File: config.mk
export PLATFORM = sky130hd
export DESIGN_NAME = wb_arbiter
export DESIGN_NICKNAME = d
export VERILOG_FILES = /design/src/rtl/wb_pkg.sv /design/src/rtl/wb_scoreboard.sv /design/src/rtl/wb_arbiter.sv
export SDC_FILE = /design/constraint.sdc
export NUM_CORES = 1
export LEC_CHECK = 0
export BUFFER_PORTS_ARGS = -buffer_cell sky130_fd_sc_hd__buf_2
export CAP_MARGIN = 20
export CELL_PAD_IN_SITES_DETAIL_PLACEMENT = 0
export CELL_PAD_IN_SITES_GLOBAL_PLACEMENT = 1
export CORE_ASPECT_RATIO = 0.7
export CORE_MARGIN = 8
export CORE_UTILIZATION = 36
export CTS_CLUSTER_DIAMETER = 30
export DETAILED_ROUTE_END_ITERATION = 12
export PLACE_DENSITY_LB_ADDON = 0.1
export SLEW_MARGIN = 15
export SYNTH_ARGS = -nofsm -noshare
export SYNTH_HDL_FRONTEND = slang
export SYNTH_SLANG_ARGS = --single-unit
File: constraint.sdc
create_clock -name clk -period 2.9 [get_ports clk]
set_clock_uncertainty 0.2 [all_clocks]
set_input_delay 0.58 -clock clk [delete_from_list [all_inputs] [get_ports clk]]
set_output_delay 0.58 -clock clk [all_outputs]
set_load 0.005 [all_outputs]
File: src/rtl/wb_pkg.sv
// Shared types and sizes for the integer writeback arbiter.
// Optional build macro: WB_FWD_EN (enables bypass from the register-file write port).
package wb_pkg;

   localparam int XLEN = 32;
   localparam int NREG = 32;
   localparam int RW   = $clog2(NREG);

   // One writeback request: used by both result channels and the output stage
   typedef struct packed {
      logic            valid;
      logic [RW-1:0]   rd;
      logic [XLEN-1:0] dat;
   } wb_req_t;

   // Round-robin pointer: names the channel that wins the next contested cycle
   typedef enum logic {
      RR_ALU = 1'b0,
      RR_LSU = 1'b1
   } rr_t;

endpackage

File: src/rtl/wb_scoreboard.sv
// Pending-write scoreboard: busy bit per architectural register, set when an
// instruction with a destination issues, cleared when the register file is
// written. Produces the decode stall and, with WB_FWD_EN defined, a bypass of
// the value currently being written.
module wb_scoreboard
   import wb_pkg::*;
(
   input  logic            clk,
   input  logic            rst_n,
   input  logic            issue_valid_i,
   input  logic            issue_we_i,
   input  logic [RW-1:0]   issue_rd_i,
   input  logic [RW-1:0]   rs1_i,
   input  logic [RW-1:0]   rs2_i,
   input  logic            rf_en_i,
   input  logic [RW-1:0]   rf_rd_i,
   input  logic [XLEN-1:0] rf_dat_i,
   output logic            hazard_o,
   output logic            fwd_rs1_hit_o,
   output logic            fwd_rs2_hit_o,
   output logic [XLEN-1:0] fwd_rs1_dat_o,
   output logic [XLEN-1:0] fwd_rs2_dat_o
);

   logic [NREG-1:0] r_busy;
   logic            w_set;
   logic            w_fwd1;
   logic            w_fwd2;
   logic            w_raw1;
   logic            w_raw2;
   logic            w_waw;

   // Only an accepted instruction with a real destination reserves a register;
   // x0 is never reserved, so busy[0] stays 0 from reset onwards.
   assign w_set = issue_valid_i && !hazard_o && issue_we_i && (issue_rd_i != '0);

`ifdef WB_FWD_EN
   // A source that matches the register being written this cycle can take the
   // write data directly instead of waiting for busy to clear.
   assign w_fwd1 = rf_en_i && (rf_rd_i != '0) && (rs1_i == rf_rd_i);
   assign w_fwd2 = rf_en_i && (rf_rd_i != '0) && (rs2_i == rf_rd_i);
`else
   assign w_fwd1 = 1'b0;
   assign w_fwd2 = 1'b0;
`endif

   assign w_raw1 = r_busy[rs1_i] && !w_fwd1;
   assign w_raw2 = r_busy[rs2_i] && !w_fwd2;
   // WAW is never bypassed: the older write must land before a new owner issues
   assign w_waw  = issue_we_i && r_busy[issue_rd_i];

   assign hazard_o      = issue_valid_i && (w_raw1 || w_raw2 || w_waw);
   assign fwd_rs1_hit_o = w_fwd1;
   assign fwd_rs2_hit_o = w_fwd2;
   assign fwd_rs1_dat_o = w_fwd1 ? rf_dat_i : '0;
   assign fwd_rs2_dat_o = w_fwd2 ? rf_dat_i : '0;

   // Busy vector update; the set is written last so it wins over a same-index
   // clear (the issuing instruction is younger than the retiring write).
   always_ff @(posedge clk or negedge rst_n) begin
      if (!rst_n) begin
         r_busy <= '0;
      end else begin
         if (rf_en_i) begin
            r_busy[rf_rd_i] <= 1'b0;
         end
         if (w_set) begin
            r_busy[issue_rd_i] <= 1'b1;
         end
      end
   end

endmodule

File: src/rtl/wb_arbiter.sv
// Writeback arbiter: picks one of the ALU / LSU results per cycle with a 1-bit
// round-robin pointer, registers it into the register-file write stage and
// hosts the pending-write scoreboard.
// Optional build macro: WB_FWD_EN (bypass of the write-port value to decode).
module wb_arbiter
   import wb_pkg::*;
(
   input  logic            clk,
   input  logic            rst_n,
   input  logic            issue_valid_i,
   input  logic            issue_we_i,
   input  logic [RW-1:0]   issue_rd_i,
   input  logic [RW-1:0]   rs1_i,
   input  logic [RW-1:0]   rs2_i,
   output logic            issue_ready_o,
   output logic            hazard_o,
   input  logic            alu_valid_i,
   input  logic [RW-1:0]   alu_rd_i,
   input  logic [XLEN-1:0] alu_dat_i,
   output logic            alu_ready_o,
   input  logic            lsu_valid_i,
   input  logic [RW-1:0]   lsu_rd_i,
   input  logic [XLEN-1:0] lsu_dat_i,
   output logic            lsu_ready_o,
   output logic            rf_en_o,
   output logic [RW-1:0]   rf_rd_o,
   output logic [XLEN-1:0] rf_dat_o,
   output logic            fwd_rs1_hit_o,
   output logic            fwd_rs2_hit_o,
   output logic [XLEN-1:0] fwd_rs1_dat_o,
   output logic [XLEN-1:0] fwd_rs2_dat_o
);

   rr_t     r_rr;
   wb_req_t r_out;
   wb_req_t w_alu;
   wb_req_t w_lsu;
   wb_req_t w_win;
   logic    w_alu_gnt;
   logic    w_lsu_gnt;
   logic    w_contested;

   assign w_alu = '{valid: alu_valid_i, rd: alu_rd_i, dat: alu_dat_i};
   assign w_lsu = '{valid: lsu_valid_i, rd: lsu_rd_i, dat: lsu_dat_i};

   // A channel is granted when it is the only one presenting, or when both are
   // and the pointer names it. Gating with the channel's own valid keeps the
   // two readies mutually exclusive even when both channels are idle.
   assign w_contested = alu_valid_i && lsu_valid_i;
   assign w_alu_gnt   = alu_valid_i && (!lsu_valid_i || (r_rr == RR_ALU));
   assign w_lsu_gnt   = lsu_valid_i && (!alu_valid_i || (r_rr == RR_LSU));
   assign alu_ready_o = w_alu_gnt;
   assign lsu_ready_o = w_lsu_gnt;

   // Winner mux; valid is low when nothing was granted
   assign w_win = w_lsu_gnt ? w_lsu : w_alu;

   // Pointer moves only on a contested grant, towards the loser
   always_ff @(posedge clk or negedge rst_n) begin
      if (!rst_n) begin
         r_rr <= RR_ALU;
      end else if (w_contested) begin
         r_rr <= w_alu_gnt ? RR_LSU : RR_ALU;
      end
   end

   // Output stage: the register file never stalls, so it reloads every cycle;
   // index/data only change when a result is actually captured.
   always_ff @(posedge clk or negedge rst_n) begin
      if (!rst_n) begin
         r_out <= '0;
      end else begin
         r_out.valid <= w_win.valid;
         if (w_win.valid) begin
            r_out.rd  <= w_win.rd;
            r_out.dat <= w_win.dat;
         end
      end
   end

   // Writes to x0 are accepted and tracked but never reach the register file
   assign rf_en_o  = r_out.valid && (r_out.rd != '0);
   assign rf_rd_o  = r_out.rd;
   assign rf_dat_o = r_out.dat;

   assign issue_ready_o = !hazard_o;

   wb_scoreboard u_scoreboard (
      .clk           (clk),
      .rst_n         (rst_n),
      .issue_valid_i (issue_valid_i),
      .issue_we_i    (issue_we_i),
      .issue_rd_i    (issue_rd_i),
      .rs1_i         (rs1_i),
      .rs2_i         (rs2_i),
      .rf_en_i       (rf_en_o),
      .rf_rd_i       (rf_rd_o),
      .rf_dat_i      (rf_dat_o),
      .hazard_o      (hazard_o),
      .fwd_rs1_hit_o (fwd_rs1_hit_o),
      .fwd_rs2_hit_o (fwd_rs2_hit_o),
      .fwd_rs1_dat_o (fwd_rs1_dat_o),
      .fwd_rs2_dat_o (fwd_rs2_dat_o)
   );

endmodule

Yosys cells after proc, flatten, opt, wreduce, memory -nomap -nowiden
Index checks and enable logic that the tools add are counted.
- bits in registers: 71
- latch bits: 0
- memory bits (writable): 0
- ROM bits: 0
- input bits: 95
- logic and storage cells: 49
- memories: 0
- add/sub/neg operators: 0
- multiply operators: 0
- divide/modulo/power cells: 0
- order comparisons: 6
- equality and inequality tests: 0
- shift operators: 0
- mux-type cells: 14
- bitwise gates (word level): 4
- reduce and logical (&&, ||, !) cells: 20
- operator list (operator ; number):
    $mux W32 ; 2
    $mux W38 ; 1
    $and A32 B32 Y32 ; 1
    $not A32 Y32 ; 1
    $or A32 B32 Y32 ; 1
    $lt A5 B6 Y1 const B ; 4
    $bmux W1 S5 ; 3
    $logic_and A1 B1 Y1 ; 11
    $demux W1 S5 ; 2
    $ge A5 B1 Y1 const B ; 2
    $reduce_bool A5 Y1 ; 2
    $mux W1 ; 6
    $logic_or A1 B1 Y1 ; 4
    $logic_not A1 Y1 ; 3
    $not A1 Y1 ; 1

Logic depth before layout (Yosys ltp)
- depth in word-level cells: 10
- depth in mapped cells: 9
- mapped depth without buffers: 6

Modules after synthesis
From an unflattened synthesis, not the netlist that was laid out.
- cells, all modules: 620
- area, all modules: 5595.4 um^2
- modules (own cells, without submodules) (module ; times used ; cells an instance ; area each (um^2) ; sequential area each (um^2)):
    wb_scoreboard ; 1 ; 361 ; 3098.0 ; 800.8
    wb_arbiter ; 1 ; 259 ; 2497.4 ; 975.9

Least setup slack after synthesis
No wires, ideal clock.
- path kind: input to output
- start: in issue_rd_i[1]
- end: out hazard_o
- arrival time: 2079 ps
- required time: 2120 ps
- slack: 41 ps
- stages: 8
- path buffers: 2
- cell sequence: buf_6 -> buf_2 -> mux2_1 -> a22oi_1 -> a21oi_1 -> and4bb_4 -> nor2b_1 -> o21a_1
- word-level cells in the longest chain between the ends: 5
- ends and longest elaborated chain (element ; RTL line ; source):
    from (decl) ; wb_arbiter.sv:12 ; input logic [RW-1:0] issue_rd_i,
    $bmux W1 S5 ; wb_scoreboard.sv:50 ; assign w_waw = issue_we_i && r_busy[issue_rd_i];
    $mux W1 (implied by the code) ; wb_scoreboard.sv:50 ;
    $logic_and A1 B1 Y1 ; wb_scoreboard.sv:50 ;
    $logic_or A1 B1 Y1 ; wb_scoreboard.sv:52 ; assign hazard_o = issue_valid_i && (w_raw1 || w_raw2 || w_waw);
    $logic_and A1 B1 Y1 ; wb_scoreboard.sv:52 ;
    to (decl) ; wb_arbiter.sv:16 ; output logic hazard_o,
No other way between the ends. The select of a mux whose other input is x is not followed.

Worst setup path in the final report
- start: reg u_scoreboard.r_busy[16]
- end: out hazard_o
- word-level cells in the longest chain between the ends: 5
- elaborated cells between the ends (all ways): 10
- those cells by class: 6 x mux; 4 x reduce/logical
- ends and longest elaborated chain (element ; RTL line ; source):
    from (decl) ; wb_scoreboard.sv:25 ; logic [NREG-1:0] r_busy;
    from (signal assigned) ; wb_scoreboard.sv:62 ; r_busy <= '0;
    from (signal, indexed assignment) ; wb_scoreboard.sv:65 ; r_busy[rf_rd_i] <= 1'b0;
    from (signal, indexed assignment) ; wb_scoreboard.sv:68 ; r_busy[issue_rd_i] <= 1'b1;
    $bmux W1 S5 (on tied branches) ; wb_scoreboard.sv:47, wb_scoreboard.sv:48, wb_scoreboard.sv:50 ;
    $mux W1 (on tied branches) ; wb_scoreboard.sv:47, wb_scoreboard.sv:48, wb_scoreboard.sv:50 ;
    $logic_or A1 B1 Y1 / $logic_and A1 B1 Y1 (equally long branches) ; wb_scoreboard.sv:52, wb_scoreboard.sv:50 ;
    $logic_or A1 B1 Y1 * ; wb_scoreboard.sv:52 ;
    $logic_and A1 B1 Y1 * ; wb_scoreboard.sv:52 ;
Every way passes the cells marked *; elsewhere a longest branch is shown, timed or not. The select of a mux whose other input is x is not followed.

==> metrics <==
failing checks=hold timing, setup timing; via count=4,936; slowest cell on the critical path=mux4_2; DR iter-0 viols=525; Die Area=19,500 um^2; Leak Pwr=2.95 nW; placed inst area=5930 um^2; commonest non-fill, non-tap cell in the layout=buf_2; CTS Buf Count=9; total of max-cap violations=0; Worst IR Drop VDD=0.000313 V; die span in y=119 um; Synth cell types=50; TritonCTS clock tree=done; Bufs on Longest Clock Path=2; crit start category=register; synth warn=0; Mapped Cells=655; slew margin rel.=61.8%; cell area after synthesis=5490 um^2; Hold Crit Class=in2async; vias in the first global route=4,975; post-synth top area share=32.4%; Pre-Repair DR Iteration Count=5; Final Cell Area=6260 um^2; DRC=0; asr flop ratio synth=100%; WHS=-0.00124 ns; Hold Fails Final Rpt=2; synth top area cells=dfrtp_1 32%, buf_4 15%, mux2i_1 6.6%; share of post-route cells with drive strength above 1=31.4%; worst slew pin tran=0.569 ns; final setup margin=-0.101 ns; most frequent cells in the layout=133 x buf_2, 69 x dfrtp_1, 66 x conb_1, 47 x a21oi_1, 44 x nor2_1; final worst-path cycle share=103%; sequential share of the synthesized area=32.4%; CP Class=reg2out; worst-path maximum fanout=2; layout filler cell count=1,532; CP endpoint kind=output port; Root Buffer=clkbuf_16; CTS HTree Levels=3; Congestion Overflow GR=0; delay-heaviest family, CP=compound AO/OA/AOI/OAI gates; Port Buffers=136; Ant. Diodes=0; power per cell area=753 nW/um^2; crit path DAT=2.22 ns; CP Data Required Time=2.12 ns; Starting Density=37.0%; clock slew at reported path FFs=0.07 ns; fin nets=849; worst skew pair latency=0.33 ns; # rows=37; EDFF count, synth=0; total negative slack=-0.152 ns; final setup fails=2; Post-synth top flop=dfrtp_1; Area Growth Syn to Fin=14.1%; Avg Cell Area, Syn=8.38 um^2; RSZ-0062 raised after global routing=yes; final WL=17.9 mm; Sink Count=71; largest net degree at the start of global routing=54; status=complete, but fails checks; Pins Over Slew Limit=0; Global Route Usage Sum=17.9%; Post-DRT Antenna Nets=0; initial antenna violation count=1; CORE AREA=14,800 um^2; first-pass GRT wire length=27.8 mm; WL/cell=18.8 um; Vias/cell=5.17; CP Buf/Inv Count=1; Final Critical Period=3.00 ns; routability cong.=0.894; Die X=164 um; I/O pin cnt=203; biggest area consumer among synthesized cells=dfrtp_1; Synth Register Bits=71; DPL Wire Length=13.3 mm; Worst path max stage delay=0.47 ns; CP Cell Sequence=mux4_2 > a222oi_1 > and4bb_4 > nor2b_2 > o21a_1 > buf_2; maximum clock frequency=333 MHz
==> metal layers <==
layer | track usage [%] | vias to the layer above | part of all wire [%]
met5 | 0 | - | 0.056
met4 | 4.02 | 2 | 1.3
met3 | 4.30 | 18 | 7.2
met2 | 27.0 | 206 | 44
met1 | 25.2 | 2350 | 47
li1 | - | 2360 | -
==> final timing paths <==
check	end	slack, ns	start	depth (start not counted)
max	hazard_o	-0.10	u_scoreboard.r_busy[16]	6
min	rf_dat_o[26]	-0.001	rst_n	1
max reg2reg	u_scoreboard.r_busy[31]	0.39	u_scoreboard.r_busy[7]	8
min reg2reg	u_scoreboard.r_busy[0]	0.26	u_scoreboard.r_busy[0]	0
max in group asynchronous	u_scoreboard.r_busy[4]	1.82	rst_n	2
min in group clk	u_scoreboard.r_busy[0]	0.26	u_scoreboard.r_busy[0]	0
==> what timing repair did <==
action                     CTS  global route
setup endpoints to repair    2             2
gates resized for setup      6             1
pin swaps                    3             1
setup buffers                2             0
hold buffers                 0             0
==> stage by stage <==
stage / instances / util, % / setup slack, ns / power, mW
after global placement: 936 / 40.0 / -0.133 / 3.55
final: 954 / 42.3 / -0.101 / 4.71
after global routing: 954 / 42.3 / -0.187 / 5.00
after CTS: 954 / 42.3 / -0.0829 / 4.72
after floorplan: 720 / - / 0.0413 / 2.97
after detailed placement: 936 / 40.0 / -0.151 / 3.57
==> power breakdown <==
part / switching (mW) / total, mW / internal [mW]
logic: 1.05 / 1.81 / 0.766
registers: 0.462 / 1.80 / 1.34
clock network: 0.434 / 1.10 / 0.665
==> cell type report <==
cell class	count	area (um^2)	area share [%]
Clock buffer	9	225	3.60
Clock inverter	7	73.8	1.18
Inverter	42	158	2.52
Multi-Input combinational cell	455	2770	44.3
Sequential cell	71	1780	28.4
Tap cell	195	244	3.90
Timing Repair Buffer	175	1010	16.1
==> synth_stat cells, types with 2 or more instances <==
master,count
a21oi_1,47
a22o_1,5
a22oi_1,8
a31oi_1,38
and3b_1,2
buf_1,4
buf_2,6
buf_4,107
buf_6,2
buf_8,3
clkbuf_1,30
dfrtp_1,71
inv_1,41
mux2_1,5
mux2_2,3
mux2i_1,36
mux4_2,2
nand2_1,20
nand2b_1,5
nand3_1,39
nor2_1,44
nor2b_1,8
nor3_2,3
nor3b_2,3
o21a_1,2
o21ai_0,30
o21ai_1,2
o21ai_2,30
o221ai_1,2
o22ai_1,37
==> state kept, by name (all words and copies together) (netlist names) <==
register	count
rf_rd_o	5
rf_dat_o	32
u_scoreboard.r_busy	32
r_out	1
r_rr	1
==> cells by family (layout without fill, tap and decap cells) <==
| family | count (synthesis) | after routing | share of synthesized area, % |
|---|---|---|---|
| AOI/OAI and AO/OA | 208 | 208 | 24.2 |
| and+or+nand+nor | 134 | 134 | 12.6 |
| DFF | 71 | 71 | 32.4 |
| other | 1 | 66 | 0.0683 |
| muxes | 46 | 46 | 9.03 |
| buffers and inverters | 194 | 233 | 21.6 |
| xor gates and xnor gates | 1 | 1 | 0.160 |
Note: power is estimated with default switching activity, not from simulation.
